--- src/rtl/alu_issue_pkg.sv ---
// Shared definitions for the alu_issue block.
//   - ALU operation encodings (aluc) understood by alu_issue_alu
//   - MIPS opcode / funct constants decoded by alu_issue
//   - issue FSM state type
//   - bit positions inside the 4-bit {zero, carry, negative, overflow} flag vector
package alu_issue_pkg;

   localparam logic [3:0] ALUC_ADDU = 4'b0000;
   localparam logic [3:0] ALUC_SUBU = 4'b0001;
   localparam logic [3:0] ALUC_ADD  = 4'b0010;
   localparam logic [3:0] ALUC_SUB  = 4'b0011;
   localparam logic [3:0] ALUC_AND  = 4'b0100;
   localparam logic [3:0] ALUC_OR   = 4'b0101;
   localparam logic [3:0] ALUC_XOR  = 4'b0110;
   localparam logic [3:0] ALUC_NOR  = 4'b0111;
   localparam logic [3:0] ALUC_LUI  = 4'b1000;
   localparam logic [3:0] ALUC_SLTU = 4'b1010;
   localparam logic [3:0] ALUC_SLT  = 4'b1011;
   localparam logic [3:0] ALUC_SRA  = 4'b1100;
   localparam logic [3:0] ALUC_SRL  = 4'b1101;
   localparam logic [3:0] ALUC_SLL  = 4'b1110;

   localparam logic [5:0] OP_RTYPE = 6'h00;
   localparam logic [5:0] OP_ADDI  = 6'h08;
   localparam logic [5:0] OP_ADDIU = 6'h09;
   localparam logic [5:0] OP_SLTI  = 6'h0A;
   localparam logic [5:0] OP_SLTIU = 6'h0B;
   localparam logic [5:0] OP_ANDI  = 6'h0C;
   localparam logic [5:0] OP_ORI   = 6'h0D;
   localparam logic [5:0] OP_XORI  = 6'h0E;
   localparam logic [5:0] OP_LUI   = 6'h0F;

   localparam logic [5:0] F_SLL  = 6'h00;
   localparam logic [5:0] F_SRL  = 6'h02;
   localparam logic [5:0] F_SRA  = 6'h03;
   localparam logic [5:0] F_SLLV = 6'h04;
   localparam logic [5:0] F_SRLV = 6'h06;
   localparam logic [5:0] F_SRAV = 6'h07;
   localparam logic [5:0] F_ADD  = 6'h20;
   localparam logic [5:0] F_ADDU = 6'h21;
   localparam logic [5:0] F_SUB  = 6'h22;
   localparam logic [5:0] F_SUBU = 6'h23;
   localparam logic [5:0] F_AND  = 6'h24;
   localparam logic [5:0] F_OR   = 6'h25;
   localparam logic [5:0] F_XOR  = 6'h26;
   localparam logic [5:0] F_NOR  = 6'h27;
   localparam logic [5:0] F_SLT  = 6'h2A;
   localparam logic [5:0] F_SLTU = 6'h2B;

   typedef enum logic [1:0] {
      ST_IDLE = 2'd0,
      ST_EXEC = 2'd1,
      ST_RESP = 2'd2
   } state_t;

   localparam int FLAG_ZERO  = 3;
   localparam int FLAG_CARRY = 2;
   localparam int FLAG_NEG   = 1;
   localparam int FLAG_OVF   = 0;

   // Decoded view of one instruction: ALU controls plus which ALU flags survive.
   typedef struct packed {
      logic [3:0]  aluc;
      logic [31:0] a;
      logic [31:0] b;
      logic        legal;
      logic        keep_carry;
      logic        keep_ovf;
   } decode_t;

   function automatic logic [31:0] sext16(input logic [15:0] imm);
      return {{16{imm[15]}}, imm};
   endfunction

endpackage

--- src/rtl/alu_issue_alu.sv ---
// Combinational MIPS-style ALU.
//   a, b    : operands (shifts use a[4:0] as the amount and shift b)
//   aluc    : operation select (ALUC_* encodings)
//   result  : 32-bit result
//   flags   : {zero, carry, negative, overflow}; carry is the unsigned carry-out
//             for adds, the borrow for subtract/set-less-than-unsigned, and the
//             last bit shifted out for shifts (0 for a shift of zero)
module alu_issue_alu
   import alu_issue_pkg::*;
(
   input  logic [31:0] a,
   input  logic [31:0] b,
   input  logic [3:0]  aluc,
   output logic [31:0] result,
   output logic [3:0]  flags
);

   logic [4:0]         sh;
   logic [32:0]        sum;
   logic [32:0]        diff;
   logic [32:0]        shl;
   logic [32:0]        shr;
   logic signed [32:0] sra;
   logic               carry;
   logic               ovf;

   assign sh   = a[4:0];
   assign sum  = {1'b0, a} + {1'b0, b};
   assign diff = {1'b0, a} - {1'b0, b};   // diff[32] is the borrow
   // One guard bit on the outgoing side catches the last bit shifted out.
   assign shl  = {1'b0, b} << sh;
   assign shr  = {b, 1'b0} >> sh;
   assign sra  = $signed({b, 1'b0}) >>> sh;

   always_comb begin
      result = '0;
      carry  = 1'b0;
      ovf    = 1'b0;
      case (aluc)
         ALUC_ADDU: begin result = sum[31:0];  carry = sum[32]; end
         ALUC_ADD: begin
            result = sum[31:0];
            carry  = sum[32];
            ovf    = (a[31] == b[31]) && (sum[31] != a[31]);
         end
         ALUC_SUBU: begin result = diff[31:0]; carry = diff[32]; end
         ALUC_SUB: begin
            result = diff[31:0];
            carry  = diff[32];
            ovf    = (a[31] != b[31]) && (diff[31] != a[31]);
         end
         ALUC_AND:  result = a & b;
         ALUC_OR:   result = a | b;
         ALUC_XOR:  result = a ^ b;
         ALUC_NOR:  result = ~(a | b);
         ALUC_LUI:  result = {b[15:0], 16'h0000};
         ALUC_SLT:  result = {31'b0, $signed(a) < $signed(b)};
         ALUC_SLTU: begin result = {31'b0, diff[32]}; carry = diff[32]; end
         ALUC_SRA:  begin result = sra[32:1]; carry = sra[0]; end
         ALUC_SRL:  begin result = shr[32:1]; carry = shr[0]; end
         ALUC_SLL:  begin result = shl[31:0]; carry = shl[32]; end
         default: ;
      endcase
      flags[FLAG_ZERO]  = (result == 32'd0);
      flags[FLAG_CARRY] = carry;
      flags[FLAG_NEG]   = result[31];
      flags[FLAG_OVF]   = ovf;
   end

endmodule

--- src/rtl/alu_issue.sv ---
// Single-issue ALU stage: accepts one MIPS ALU instruction with its rs/rt
// values, decodes it, runs it through alu_issue_alu and returns the result.
// Sequence per instruction: IDLE (accept) -> EXEC (decode + ALU) -> RESP (hold
// until resp_ready).
//   clk, rst              : clock, asynchronous active-high reset
//   req_valid/req_ready   : request handshake; req_ready only in IDLE
//   req_instr/rs/rt       : instruction word and register operands
//   resp_valid/resp_ready : response handshake; resp_valid only in RESP
//   resp_result/flags     : ALU result and masked {zero, carry, negative, overflow}
//   resp_exc              : trapping signed overflow (ADD/ADDI/SUB, if TRAP_EN)
//   resp_illegal          : instruction not handled by this block
module alu_issue
   import alu_issue_pkg::*;
#(
   parameter logic TRAP_EN = 1'b1
) (
   input  logic        clk,
   input  logic        rst,
   input  logic        req_valid,
   output logic        req_ready,
   input  logic [31:0] req_instr,
   input  logic [31:0] req_rs,
   input  logic [31:0] req_rt,
   output logic        resp_valid,
   input  logic        resp_ready,
   output logic [31:0] resp_result,
   output logic [3:0]  resp_flags,
   output logic        resp_exc,
   output logic        resp_illegal
);

   state_t      state_reg, state_next;
   logic [31:0] instr_reg, rs_reg, rt_reg;
   logic [31:0] result_reg;
   logic [3:0]  flags_reg;
   logic        exc_reg, illegal_reg;

   logic        accept, resp_done;
   decode_t     dec;
   logic [31:0] alu_result;
   logic [3:0]  alu_flags, keep_mask, flags_masked;
   logic [5:0]  opcode, funct;
   logic [4:0]  shamt;
   logic [15:0] imm;
   logic        instr_fields_unused;

   assign accept    = req_valid & req_ready;
   assign resp_done = resp_valid & resp_ready;

   // ---------------- FSM ----------------
   always_ff @(posedge clk or posedge rst) begin
      if (rst) state_reg <= ST_IDLE;
      else     state_reg <= state_next;
   end

   always_comb begin
      state_next = state_reg;
      case (state_reg)
         ST_IDLE: if (req_valid) state_next = ST_EXEC;
         ST_EXEC: state_next = ST_RESP;
         ST_RESP: if (resp_ready) state_next = ST_IDLE;
         default: state_next = ST_IDLE;
      endcase
   end

   always_comb begin
      req_ready  = 1'b0;
      resp_valid = 1'b0;
      case (state_reg)
         ST_IDLE: req_ready  = 1'b1;
         ST_RESP: resp_valid = 1'b1;
         default: ;
      endcase
   end

   // ---------------- decode ----------------
   assign opcode = instr_reg[31:26];
   assign funct  = instr_reg[5:0];
   assign shamt  = instr_reg[10:6];
   assign imm    = instr_reg[15:0];
   // Register-number fields are meaningless here: operand values arrive on req_rs/req_rt.
   assign instr_fields_unused = ^instr_reg[25:16];

   always_comb begin
      dec   = '0;
      dec.a = rs_reg;
      dec.b = rt_reg;
      case (opcode)
         OP_RTYPE: begin
            dec.legal = 1'b1;
            case (funct)
               F_ADD:  begin dec.aluc = ALUC_ADD;  dec.keep_ovf   = 1'b1; end
               F_ADDU: begin dec.aluc = ALUC_ADDU; dec.keep_carry = 1'b1; end
               F_SUB:  begin dec.aluc = ALUC_SUB;  dec.keep_ovf   = 1'b1; end
               F_SUBU: begin dec.aluc = ALUC_SUBU; dec.keep_carry = 1'b1; end
               F_AND:  dec.aluc = ALUC_AND;
               F_OR:   dec.aluc = ALUC_OR;
               F_XOR:  dec.aluc = ALUC_XOR;
               F_NOR:  dec.aluc = ALUC_NOR;
               F_SLT:  dec.aluc = ALUC_SLT;
               F_SLTU: begin dec.aluc = ALUC_SLTU; dec.keep_carry = 1'b1; end
               F_SLL:  begin dec.aluc = ALUC_SLL; dec.a = {27'b0, shamt};       dec.keep_carry = 1'b1; end
               F_SRL:  begin dec.aluc = ALUC_SRL; dec.a = {27'b0, shamt};       dec.keep_carry = 1'b1; end
               F_SRA:  begin dec.aluc = ALUC_SRA; dec.a = {27'b0, shamt};       dec.keep_carry = 1'b1; end
               F_SLLV: begin dec.aluc = ALUC_SLL; dec.a = {27'b0, rs_reg[4:0]}; dec.keep_carry = 1'b1; end
               F_SRLV: begin dec.aluc = ALUC_SRL; dec.a = {27'b0, rs_reg[4:0]}; dec.keep_carry = 1'b1; end
               F_SRAV: begin dec.aluc = ALUC_SRA; dec.a = {27'b0, rs_reg[4:0]}; dec.keep_carry = 1'b1; end
               default: dec.legal = 1'b0;
            endcase
         end
         OP_ADDI:  begin dec.legal = 1'b1; dec.aluc = ALUC_ADD;  dec.b = sext16(imm); dec.keep_ovf   = 1'b1; end
         OP_ADDIU: begin dec.legal = 1'b1; dec.aluc = ALUC_ADDU; dec.b = sext16(imm); dec.keep_carry = 1'b1; end
         OP_SLTI:  begin dec.legal = 1'b1; dec.aluc = ALUC_SLT;  dec.b = sext16(imm); end
         OP_SLTIU: begin dec.legal = 1'b1; dec.aluc = ALUC_SLTU; dec.b = sext16(imm); dec.keep_carry = 1'b1; end
         OP_ANDI:  begin dec.legal = 1'b1; dec.aluc = ALUC_AND;  dec.b = {16'h0000, imm}; end
         OP_ORI:   begin dec.legal = 1'b1; dec.aluc = ALUC_OR;   dec.b = {16'h0000, imm}; end
         OP_XORI:  begin dec.legal = 1'b1; dec.aluc = ALUC_XOR;  dec.b = {16'h0000, imm}; end
         OP_LUI:   begin dec.legal = 1'b1; dec.aluc = ALUC_LUI;  dec.b = {16'h0000, imm}; end
         default: ;
      endcase
   end

   alu_issue_alu u_alu (
      .a      (dec.a),
      .b      (dec.b),
      .aluc   (dec.aluc),
      .result (alu_result),
      .flags  (alu_flags)
   );

   // zero/negative always pass; carry/overflow only for the ops that define them.
   assign keep_mask[FLAG_ZERO]  = 1'b1;
   assign keep_mask[FLAG_CARRY] = dec.keep_carry;
   assign keep_mask[FLAG_NEG]   = 1'b1;
   assign keep_mask[FLAG_OVF]   = dec.keep_ovf;

   genvar gi;
   generate
      for (gi = 0; gi < 4; gi++) begin : g_flag_mask
         assign flags_masked[gi] = alu_flags[gi] & keep_mask[gi];
      end
   endgenerate

   // ---------------- operand and response registers ----------------
   always_ff @(posedge clk or posedge rst) begin
      if (rst) begin
         instr_reg <= '0;
         rs_reg    <= '0;
         rt_reg    <= '0;
      end else if (accept) begin
         instr_reg <= req_instr;
         rs_reg    <= req_rs;
         rt_reg    <= req_rt;
      end
   end

   // Response registers are fully rewritten every EXEC, so nothing from an
   // earlier instruction can survive into the next response.
   always_ff @(posedge clk or posedge rst) begin
      if (rst) begin
         result_reg  <= '0;
         flags_reg   <= '0;
         exc_reg     <= 1'b0;
         illegal_reg <= 1'b0;
      end else if (state_reg == ST_EXEC) begin
         result_reg  <= dec.legal ? alu_result   : 32'd0;
         flags_reg   <= dec.legal ? flags_masked : 4'd0;
         exc_reg     <= dec.legal & TRAP_EN & flags_masked[FLAG_OVF];
         illegal_reg <= ~dec.legal;
      end else if (resp_done) begin
         result_reg  <= '0;
         flags_reg   <= '0;
         exc_reg     <= 1'b0;
         illegal_reg <= 1'b0;
      end
   end

   assign resp_result  = result_reg;
   assign resp_flags   = flags_reg;
   assign resp_exc     = exc_reg;
   assign resp_illegal = illegal_reg;

endmodule

--- config.mk ---
export PLATFORM = sky130hd
export DESIGN_NAME = alu_issue
export DESIGN_NICKNAME = d
export VERILOG_FILES = /design/src/rtl/alu_issue_pkg.sv /design/src/rtl/alu_issue_alu.sv /design/src/rtl/alu_issue.sv
export SDC_FILE = /design/constraint.sdc
export NUM_CORES = 1
export LEC_CHECK = 0
export BUFFER_PORTS_ARGS = -buffer_cell sky130_fd_sc_hd__clkbuf_2
export CORE_AREA = 2 2 185 187
export CTS_CLUSTER_DIAMETER = 200
export DETAILED_ROUTE_END_ITERATION = 10
export DIE_AREA = 0 0 187 189
export PLACE_DENSITY = 0.68
export SLEW_MARGIN = 20
export SYNTH_ARGS = -nofsm -noshare
export SYNTH_HDL_FRONTEND = slang
export SYNTH_HIERARCHICAL = 1
export SYNTH_SLANG_ARGS = --single-unit
export TNS_END_PERCENT = 50
--- constraint.sdc ---
create_clock -name clk -period 6.41 [get_ports clk]
set_input_delay 0.641 -clock clk [delete_from_list [all_inputs] [get_ports clk]]
set_output_delay 0.641 -clock clk [all_outputs]
set_load 0.01 [all_outputs]
* Word-level counts from Yosys, hierarchy flattened
Cells that the tools add are included.
** Storage, ports and cells
- Word-level logic and storage cells :: 120
- Flip-flop bits (word level) :: 136
** Operators by class
- Shifts and indexed selects :: 3
- Reduce and logical (&&, ||, !) cells :: 24
- Order comparisons :: 1
- Bitwise logic cells :: 10
- Eq/ne operators :: 44
- Mux-type cells :: 28
- $add $sub $neg :: 2
** Operators with widths (number)
- $pmux W32 S12 :: 1
- $mux W32 :: 4
- $pmux W32 S2 :: 2
- $eq A6 B6 Y1 const B :: 10
- $eq A6 B4 Y1 const B :: 8
- $pmux W4 S12 :: 1
- $add A32 B32 Y33 :: 1
- $shl A32 B5 Y33 :: 1
- $shr A33 B5 Y33 :: 1
- $sshr A33 B5 Y33 :: 1
- $sub A32 B32 Y33 :: 1
- $and A32 B32 Y32 :: 1
- $logic_not A32 Y1 :: 1
- $lt A32 B32 Y1 :: 1
- $not A32 Y32 :: 1
- $or A32 B32 Y32 :: 1
- $pmux W4 S8 :: 1
- $xor A32 B32 Y32 :: 1
- $eq A4 B4 Y1 const B :: 6
- $eq A6 B3 Y1 const B :: 3
- $eq A4 B3 Y1 const B :: 4
- $reduce_or A16 Y1 :: 1
- $reduce_or A2 Y1 :: 7
- $eq A6 B2 Y1 const B :: 2
- 25 further kinds :: 51

* Logic depth before layout (Yosys ltp)
Gate-level depths: netlist of run 1.
- Depth after elaboration :: 11
- Gate-level depth with buffers :: 26

* Hierarchy
Netlist of run 1, hierarchy kept.
** Modules (own cells, without submodules)
- alu_issue_alu :: seq. area each 0.0 µm², area each 10896.7 µm², cells an instance 1606, instances 1
- alu_issue :: seq. area each 3128.0 µm², area each 5661.7 µm², cells an instance 464, instances 1

* Worst setup path after synthesis of run 1
No wires, ideal clock.
- Path type :: reg-to-reg
- From :: register instr_reg[30]
- To :: register flags_reg[3], in the netlist resp_flags[3]
- Stages on the path, launching flop included :: 23
- Arrival :: 5782 ps
- Path slack :: 562 ps
- Path buffers :: 4
- Library setup time :: 66 ps
- Required time :: 6344 ps
- Period minus slack after synthesis :: 5848 ps
- Cell sequence :: dfrtp_1 > nor4_2 > nand2_1 > nor3_4 > mux2_4 > buf_2 > clkinv_1 > clkbuf_1 > clkbuf_1 > buf_1 > fa_1 > nor2_1 > o311ai_0 > a21oi_1 > a221oi_1 > o21ai_0 > xnor2_1 > a2111oi_0 > nor4bb_1 > nor4b_1 > nand4_1 > nor4b_2 > a22o_1
** RTL lines
- start, declared :: RTL line alu_issue.sv:33 : logic [31:0] instr_reg, rs_reg, rt_reg;
- start signal, assigned :: RTL line alu_issue.sv:151 : instr_reg <= req_instr;
- end signal, assigned :: RTL line alu_issue.sv:167 : flags_reg <= dec.legal ? flags_masked : 4'd0;
- end, declared :: RTL line alu_issue.sv:35 : logic [3:0] flags_reg;

==> summary.txt, run 1 <==
Status
  – Status: finished clean

Detailed routing
  – Initial DRC Count: 2449
  – Router iterations before antenna repair: 6
  – Routed vias/inst: 6.88
  – Final ANT Viol Nets: 0
  – DRC errors left: 0
  – Post-Route WL: 76300 µm
  – Via Count: 18.1k
  – Avg WL per Cell: 29.1 µm

Setup path
  – Critical Path Max Stage Delay: 0.49 ns
  – Worst path slowest cell: a2111oi_1
  – WP buf/inv: 1
  – CP endpoint kind: register
  – Worst setup SP type: register
  – Crit path kind: register to register
  – Critical path required time: approximately 7 ns
  – Critical Path AT: roughly 6.5 ns
  – CP delay by family, top: simple AND/OR/NAND/NOR gates
  – CP Cell Sequence: nor4_2 -> nand2_1 -> nor3_4 -> mux2_4 -> ha_1 -> fa_1 -> a211o_1 -> a21oi_1 -> o211ai_1 -> a31oi_1 -> xnor2_1 -> nor2_1 -> a2111oi_1 -> buf_4 -> nor4bb_1 -> nor4b_1 -> nand4_1 -> nor4b_2 -> a22o_1
  – Worst-path maximum fanout: 5

Synthesis
  – Synth Area in XOR/XNOR: 1.38%
  – #FFs+latches synth: 125
  – Most area-consuming cells after synthesis: dfrtp_1 19%, mux2_2 8.0%, ha_1 7.8%
  – Synth async-reset ratio: 100%
  – Yosys cell types: around 110
  – Synth top cells by count: 252 x nand2_1, 157 x nor2_1, 134 x a21oi_1
  – Sequential share of the synthesized area: 18.9%
  – Count leader, synth: nand2_1
  – Main combinational cell family by area after synthesis: compound AO/OA/AOI/OAI gates
  – Post-synth EDFFs: 0
  – Yosys top cell area share: 18.9%
  – Mapped cell area: 0.0166 mm²
  – Compound-Gate Fraction of Synth Area: around a quarter
  – Avg Synthesized Cell Area: 8.00 µm²
  – Multiplexer area fraction after synthesis: between 10% and 20%
  – Synth Area in Adders: 8.02%
  – Cell taking the most area after synthesis: dfrtp_1
  – Top_reg_cell synth: dfrtp_1
  – Synth Instances: approximately 2.1k
  – Simple-gate share of the synthesized area: 19.2%
  – YS warnings: 6
  – Syn_nets: approximately 2.3k

Floorplanning
  – Die Y: approximately 190 µm
  – Die area: 0.0353 mm²
  – Die X: 187 µm
  – IO Count: 140
  – Starting Density: 49.8%
  – Row count: 67
  – Total core area: 0.0333 mm²

STA
  – Period utilization: 95.4%
  – Final setup violation count: 0
  – Tightest Pin Transition: 1.26 ns
  – TNS Setup: 0 ns
  – Final worst path period need: 6.11 ns
  – Fmax: 164 MHz
  – Final Max Slew Viols: 0
  – Clock Skews: 0.0188 ns
  – Max transition margin: 14.9%
  – Endpoints failing hold: 0
  – RSZ-0062 raised after global routing: false

CTS
  – Hold buffer count at CTS: 0
  – CTS Root Cell: clkbuf_16
  – TritonCTS clock tree: built
  – CTS Sinks: between 100 and 150
  – Total CTS buffers: 17
  – Clk_lat worst skew: 0.47 ns
  – Post-CTS Setup Bufs: 0
  – Number of H-tree levels: 4
  – Longest Clk Path Bufs: 2
  – Worst-path clk slew: 0.07 ns

GRT
  – Global-route usage over all layers: around 43%
  – Initial antenna violation count: 4
  – Largest net degree at the start of global routing: 108
  – Global-route wire length before repair: 111000 µm
  – Vias in the first global route: between 15k and 20k
  – Overflow left after global routing: 0

Min path
  – Hold Path Class: input pin to async pin

Cells and area
  – Share of cells above drive strength 1: 23.3%
  – Area Overhead vs Synth: 12.5%
  – Layout Nets: 2370

Job
  – MaxCap Viol Count: 0

Place
  – Gpl congestion: between 1 and 1.5
  – DP HPWL: 58400 µm
  – Port Buffers: 129
[per-layer routing]
| layer | share of wire, % | global-route usage [%] | vias to the layer above | routed length (µm) |
|---|---|---|---|---|
| met5 | 0.018 | 0 | - | 14 |
| met4 | 8.1 | 29.9 | 2 | 6190 |
| li1 | - | - | 7850 | - |
| met2 | 41 | 60.2 | 1325 | 31000 |
| met3 | 12 | 10.7 | 284 | 9150 |
| met1 | 39 | 56.7 | 8625 | 30000 |
[metrics by stage]
| step | cells | utilization, % | setup slack, ns | instance area, µm² | hold WS, ns |
|---|---|---|---|---|---|
| after detailed placement | 2593 | 54.0 | 0.355 | 18000 | 0.478 |
| after global placement | 2593 | 54.0 | 0.423 | 18000 | 0.475 |
| after floorplan | 2070 | - | 0.562 | 16600 | 0.458 |
| after global routing | 2626 | 56.0 | 0.0519 | 18600 | 0.232 |
| final | 2627 | 56.0 | 0.296 | 18600 | 0.191 |
| after CTS | 2625 | 55.9 | 0.284 | 18600 | 0.209 |
[placed cells by master (no fill, tap or decap), drive strengths merged, types with 12 or more instances in the layout]
| cell type | instances |
|---|---|
| and3 | 13 |
| a221oi | 14 |
| mux4 | 52 |
| o22ai | 24 |
| clkbuf | 146 |
| nor2b | 49 |
| inv | 111 |
| or3 | 12 |
| xnor2 | 21 |
| o31ai | 15 |
| o211ai | 39 |
| a21oi | 135 |
| a211oi | 38 |
| ha | 103 |
| nor4 | 16 |
| nor3 | 47 |
| nor2 | 159 |
| o221ai | 14 |
| nand2 | 252 |
| nand2b | 27 |
| o21ai | 124 |
| a2111oi | 12 |
| mux2 | 127 |
| a21o | 18 |
| buf | 126 |
| a22o | 39 |
| nand3 | 37 |
| nand4 | 13 |
| o21bai | 12 |
| a22oi | 23 |
| a31oi | 22 |
| dfrtp | 125 |
| and2 | 12 |
| mux2i | 53 |
[path summary, 6_finish.rpt]
| check | to | depth (start not counted) | slack [ns] | from |
|---|---|---|---|---|
| setup / recovery | resp_flags[3] | 19 | 0.30 | instr_reg[30] |
| hold / removal | rs_reg[18] | 2 | 0.19 | rst |
| setup reg to reg | resp_flags[3] | 19 | 0.30 | instr_reg[30] |
| hold reg to reg | rt_reg[4] | 1 | 0.50 | rt_reg[4] |
| max in group asynchronous | rs_reg[3] | 3 | 4.91 | rst |
| min in group clk | instr_reg[28] | 3 | 0.39 | req_instr[28] |
[area by class of cell]
class	count	area (µm²)
Antenna cell	1	2.50
Clock buffer	17	425
Clock inverter	15	190
Fill cell	3168	14700
Inverter	103	392
Multi-Input combinational cell	1663	12300
Sequential cell	125	3130
Tap cell	448	561
Timing Repair Buffer	255	1660
[repair_timing]
item                                   in CTS  in global routing
setup endpoints to repair                   0                  1
gates resized for setup                     0                  2
endpoints found under the hold margin       0                  0
[cells by family (layout without fill, tap and decap cells)]
group / Yosys count / after routing
AO/OA/AOI/OAI: 629 / 629
XOR/XNOR: 26 / 26
adder cells (fa/ha/maj): 105 / 105
buffers and inverters: 282 / 390
flip-flops: 125 / 125
multiplexers: 232 / 232
other: 0 / 1
AND/OR/NAND/NOR: 671 / 671
Power of run 1 is left out: the tool's default activity adds up to more than one toggle a clock period on the data nets, which glitch-free logic cannot reach.
==> inputs of run 2 (changes only) <==
--- a/config.mk
+++ b/config.mk
@@ -6,14 +6,13 @@
 export NUM_CORES = 1
 export LEC_CHECK = 0
 export BUFFER_PORTS_ARGS = -buffer_cell sky130_fd_sc_hd__clkbuf_2
-export CORE_AREA = 2 2 185 187
+export CORE_AREA = 2 2 181 183
 export CTS_CLUSTER_DIAMETER = 200
 export DETAILED_ROUTE_END_ITERATION = 10
-export DIE_AREA = 0 0 187 189
+export DIE_AREA = 0 0 183 185
 export PLACE_DENSITY = 0.68
 export SLEW_MARGIN = 20
 export SYNTH_ARGS = -nofsm -noshare
 export SYNTH_HDL_FRONTEND = slang
-export SYNTH_HIERARCHICAL = 1
 export SYNTH_SLANG_ARGS = --single-unit
 export TNS_END_PERCENT = 50
==> summary.txt, run 2 <==
Status
  – Status: finished clean

Synthesis
  – Post-synth EDFFs: 0
  – Sequential share of the synthesized area: 19.8%
  – Synth async-reset ratio: 100%
  – YS warnings: 0
  – Synth Instances: between 2k and 2.5k
  – Yosys cell types: 108
  – Avg Synthesized Cell Area: about 7.7 µm²
  – Count leader, synth: nand2_1
  – Cell taking the most area after synthesis: dfrtp_1
  – Yosys top cell area share: 19.8%
  – Mapped cell area: between 0.015 and 0.02 mm²
  – Top_reg_cell synth: dfrtp_1
  – Synth top cells by count: 190 x nand2_1, 163 x a21oi_1, 158 x nor2_1
  – Most area-consuming cells after synthesis: dfrtp_1 20%, ha_1 7.7%, mux2_2 7.0%
  – Syn_nets: 2246
  – #FFs+latches synth: 124

Setup path
  – CP endpoint kind: register
  – Crit path kind: register to register
  – Worst setup SP type: register
  – Critical path required time: a little under 7 ns
  – Worst-path maximum fanout: 5
  – Critical Path AT: 6.65 ns

STA
  – TNS Setup: 0 ns
  – RSZ-0062 raised after global routing: false
  – Fmax: 159 MHz
  – Final worst path period need: 6.29 ns
  – Worst hold slack: 0.282 ns
  – Final Max Slew Viols: 0
  – Tightest Pin Transition: around 1.1 ns
  – Max transition margin: about a quarter
  – Endpoints failing hold: 0
  – Final setup violation count: 0
  – Clock Skews: 0.0269 ns
  – Period utilization: 98.2%

Floorplanning
  – IO Count: 140
  – Starting Density: 49.0%
  – Die X: 183 µm
  – Die area: 0.0339 mm²
  – Row count: 66
  – Total core area: approximately 0.032 mm²
  – Die Y: 185 µm

GRT
  – Global-route wire length before repair: about 110000 µm
  – Overflow left after global routing: 0
  – Initial antenna violation count: 2
  – Global-route usage over all layers: 45.9%
  – Largest net degree at the start of global routing: 65
  – Vias in the first global route: about 17k

CTS
  – Total CTS buffers: 17
  – Clk_lat worst skew: roughly 0.47 ns
  – Post-CTS Setup Bufs: 0
  – Number of H-tree levels: 4
  – TritonCTS clock tree: built
  – Longest Clk Path Bufs: 2
  – Hold buffer count at CTS: 0
  – CTS Sinks: between 100 and 150
  – Worst-path clk slew: about 0.060 ns
  – CTS Root Cell: clkbuf_16

Detailed routing
  – Final ANT Viol Nets: 0
  – DRC errors left: 0
  – Max layer used: met5
  – Avg WL per Cell: 30.6 µm
  – Initial DRC Count: 2988
  – DR WL met3: 10700 µm
  – Routed vias/inst: roughly 7.2
  – Via Count: around 18k
  – Router iterations before antenna repair: 8
  – Met2 WL post-DR: 31200 µm
  – Met1 Routed Length: 30600 µm
  – Post-Route WL: 78500 µm

Cells and area
  – Filler cells: 3059
  – Most frequent cells in the layout: 190 x nand2_1, 162 x a21oi_1, 157 x nor2_1
  – Layout Nets: 2342
  – Share of cells above drive strength 1: 19.8%
  – Area Overhead vs Synth: 12.1%
  – Antenna diodes: 0
  – Most common cell after layout, fill and taps aside: nand2_1
  – Post-route cell area: 0.0176 mm²
  – Fin util: 54.9%

Job
  – MaxCap Viol Count: 0

Place
  – Port Buffers: 129
  – DP HPWL: 61300 µm
  – Placed cell area: 0.0170 mm²
  – Gpl congestion: 1.08

Min path
  – Hold Path Class: input pin to async pin
## run 2: per-layer routing
| metal | vias up | track usage, % |
|---|---|---|
| li1 | 7911 | - |
| met1 | 8768 | 59.9 |
| met2 | 1433 | 64.9 |
| met3 | 291 | 14.5 |
| met4 | 2 | 30.0 |
| met5 | - | 0 |
## run 2: worst paths after layout
check / startpoint / to / slack, ns / cells after the start
worst max-delay path: instr_reg[31] / resp_flags[3] / 0.12 / 19
min in group clk: req_instr[26] / instr_reg[26] / 0.38 / 3
worst min-delay path: rst / rt_reg[18] / 0.28 / 2
worst min register to register: resp_result[9] / resp_result[9] / 0.48 / 2
worst max register to register: instr_reg[31] / resp_flags[3] / 0.12 / 19
max in group asynchronous: rst / rt_reg[8] / 4.86 / 3
## run 2: through the flow
stage / setup WS (ns) / instances
2_1_floorplan: 0.539 / 2047
3_3_place_gp: 0.255 / 2532
3_5_place_dp: 0.184 / 2532
4_1_cts: 0.130 / 2564
5_1_grt: 0.00446 / 2564
6_report: 0.117 / 2564
## run 2: repair_timing
item / 4_1_cts / 5_1_grt
endpoints found under the setup margin: 0 / 1
endpoints found under the hold margin: 0 / 0
resized for setup: 0 / 6
## run 2: kinds of logic after synthesis
logic type	share of synthesized area [%]
adders and majority gates	7.99
and+or+nand+nor	19.7
DFF	19.8
buffers and inverters	7.39
AOI/OAI and AO/OA	34.2
xor gates and xnor gates	2.62
muxes	8.31
## run 2: layout make-up
type,instances,area [µm²],area share [%]
Clock inverter,14,183,1.04
Clock buffer,18,429,2.44
Tap cell,408,510,2.90
Multi-Input combinational cell,1667,11500,65.4
Inverter,97,370,2.11
Sequential cell,124,3100,17.6
Timing Repair Buffer,236,1490,8.45
## run 2: critical path: stages, from the launching register on
cell       delay [ns]
dfrtp_1          0.42
or3b_1           0.49
nand2_1          0.16
nand2_1          0.24
ha_1             0.34
fa_1             0.50
o21bai_1         0.47
a2111oi_0        0.23
buf_4            0.19
nor3_1           0.25
o21ai_0          0.26
a211oi_1         0.50
or2_2            0.20
nand2_1          0.07
a21oi_1          0.19
mux2i_1          0.41
o211ai_1         0.24
nand4b_1         0.23
or4_1            0.53
o31ai_1          0.25
Power of run 2 is left out for the same reason.
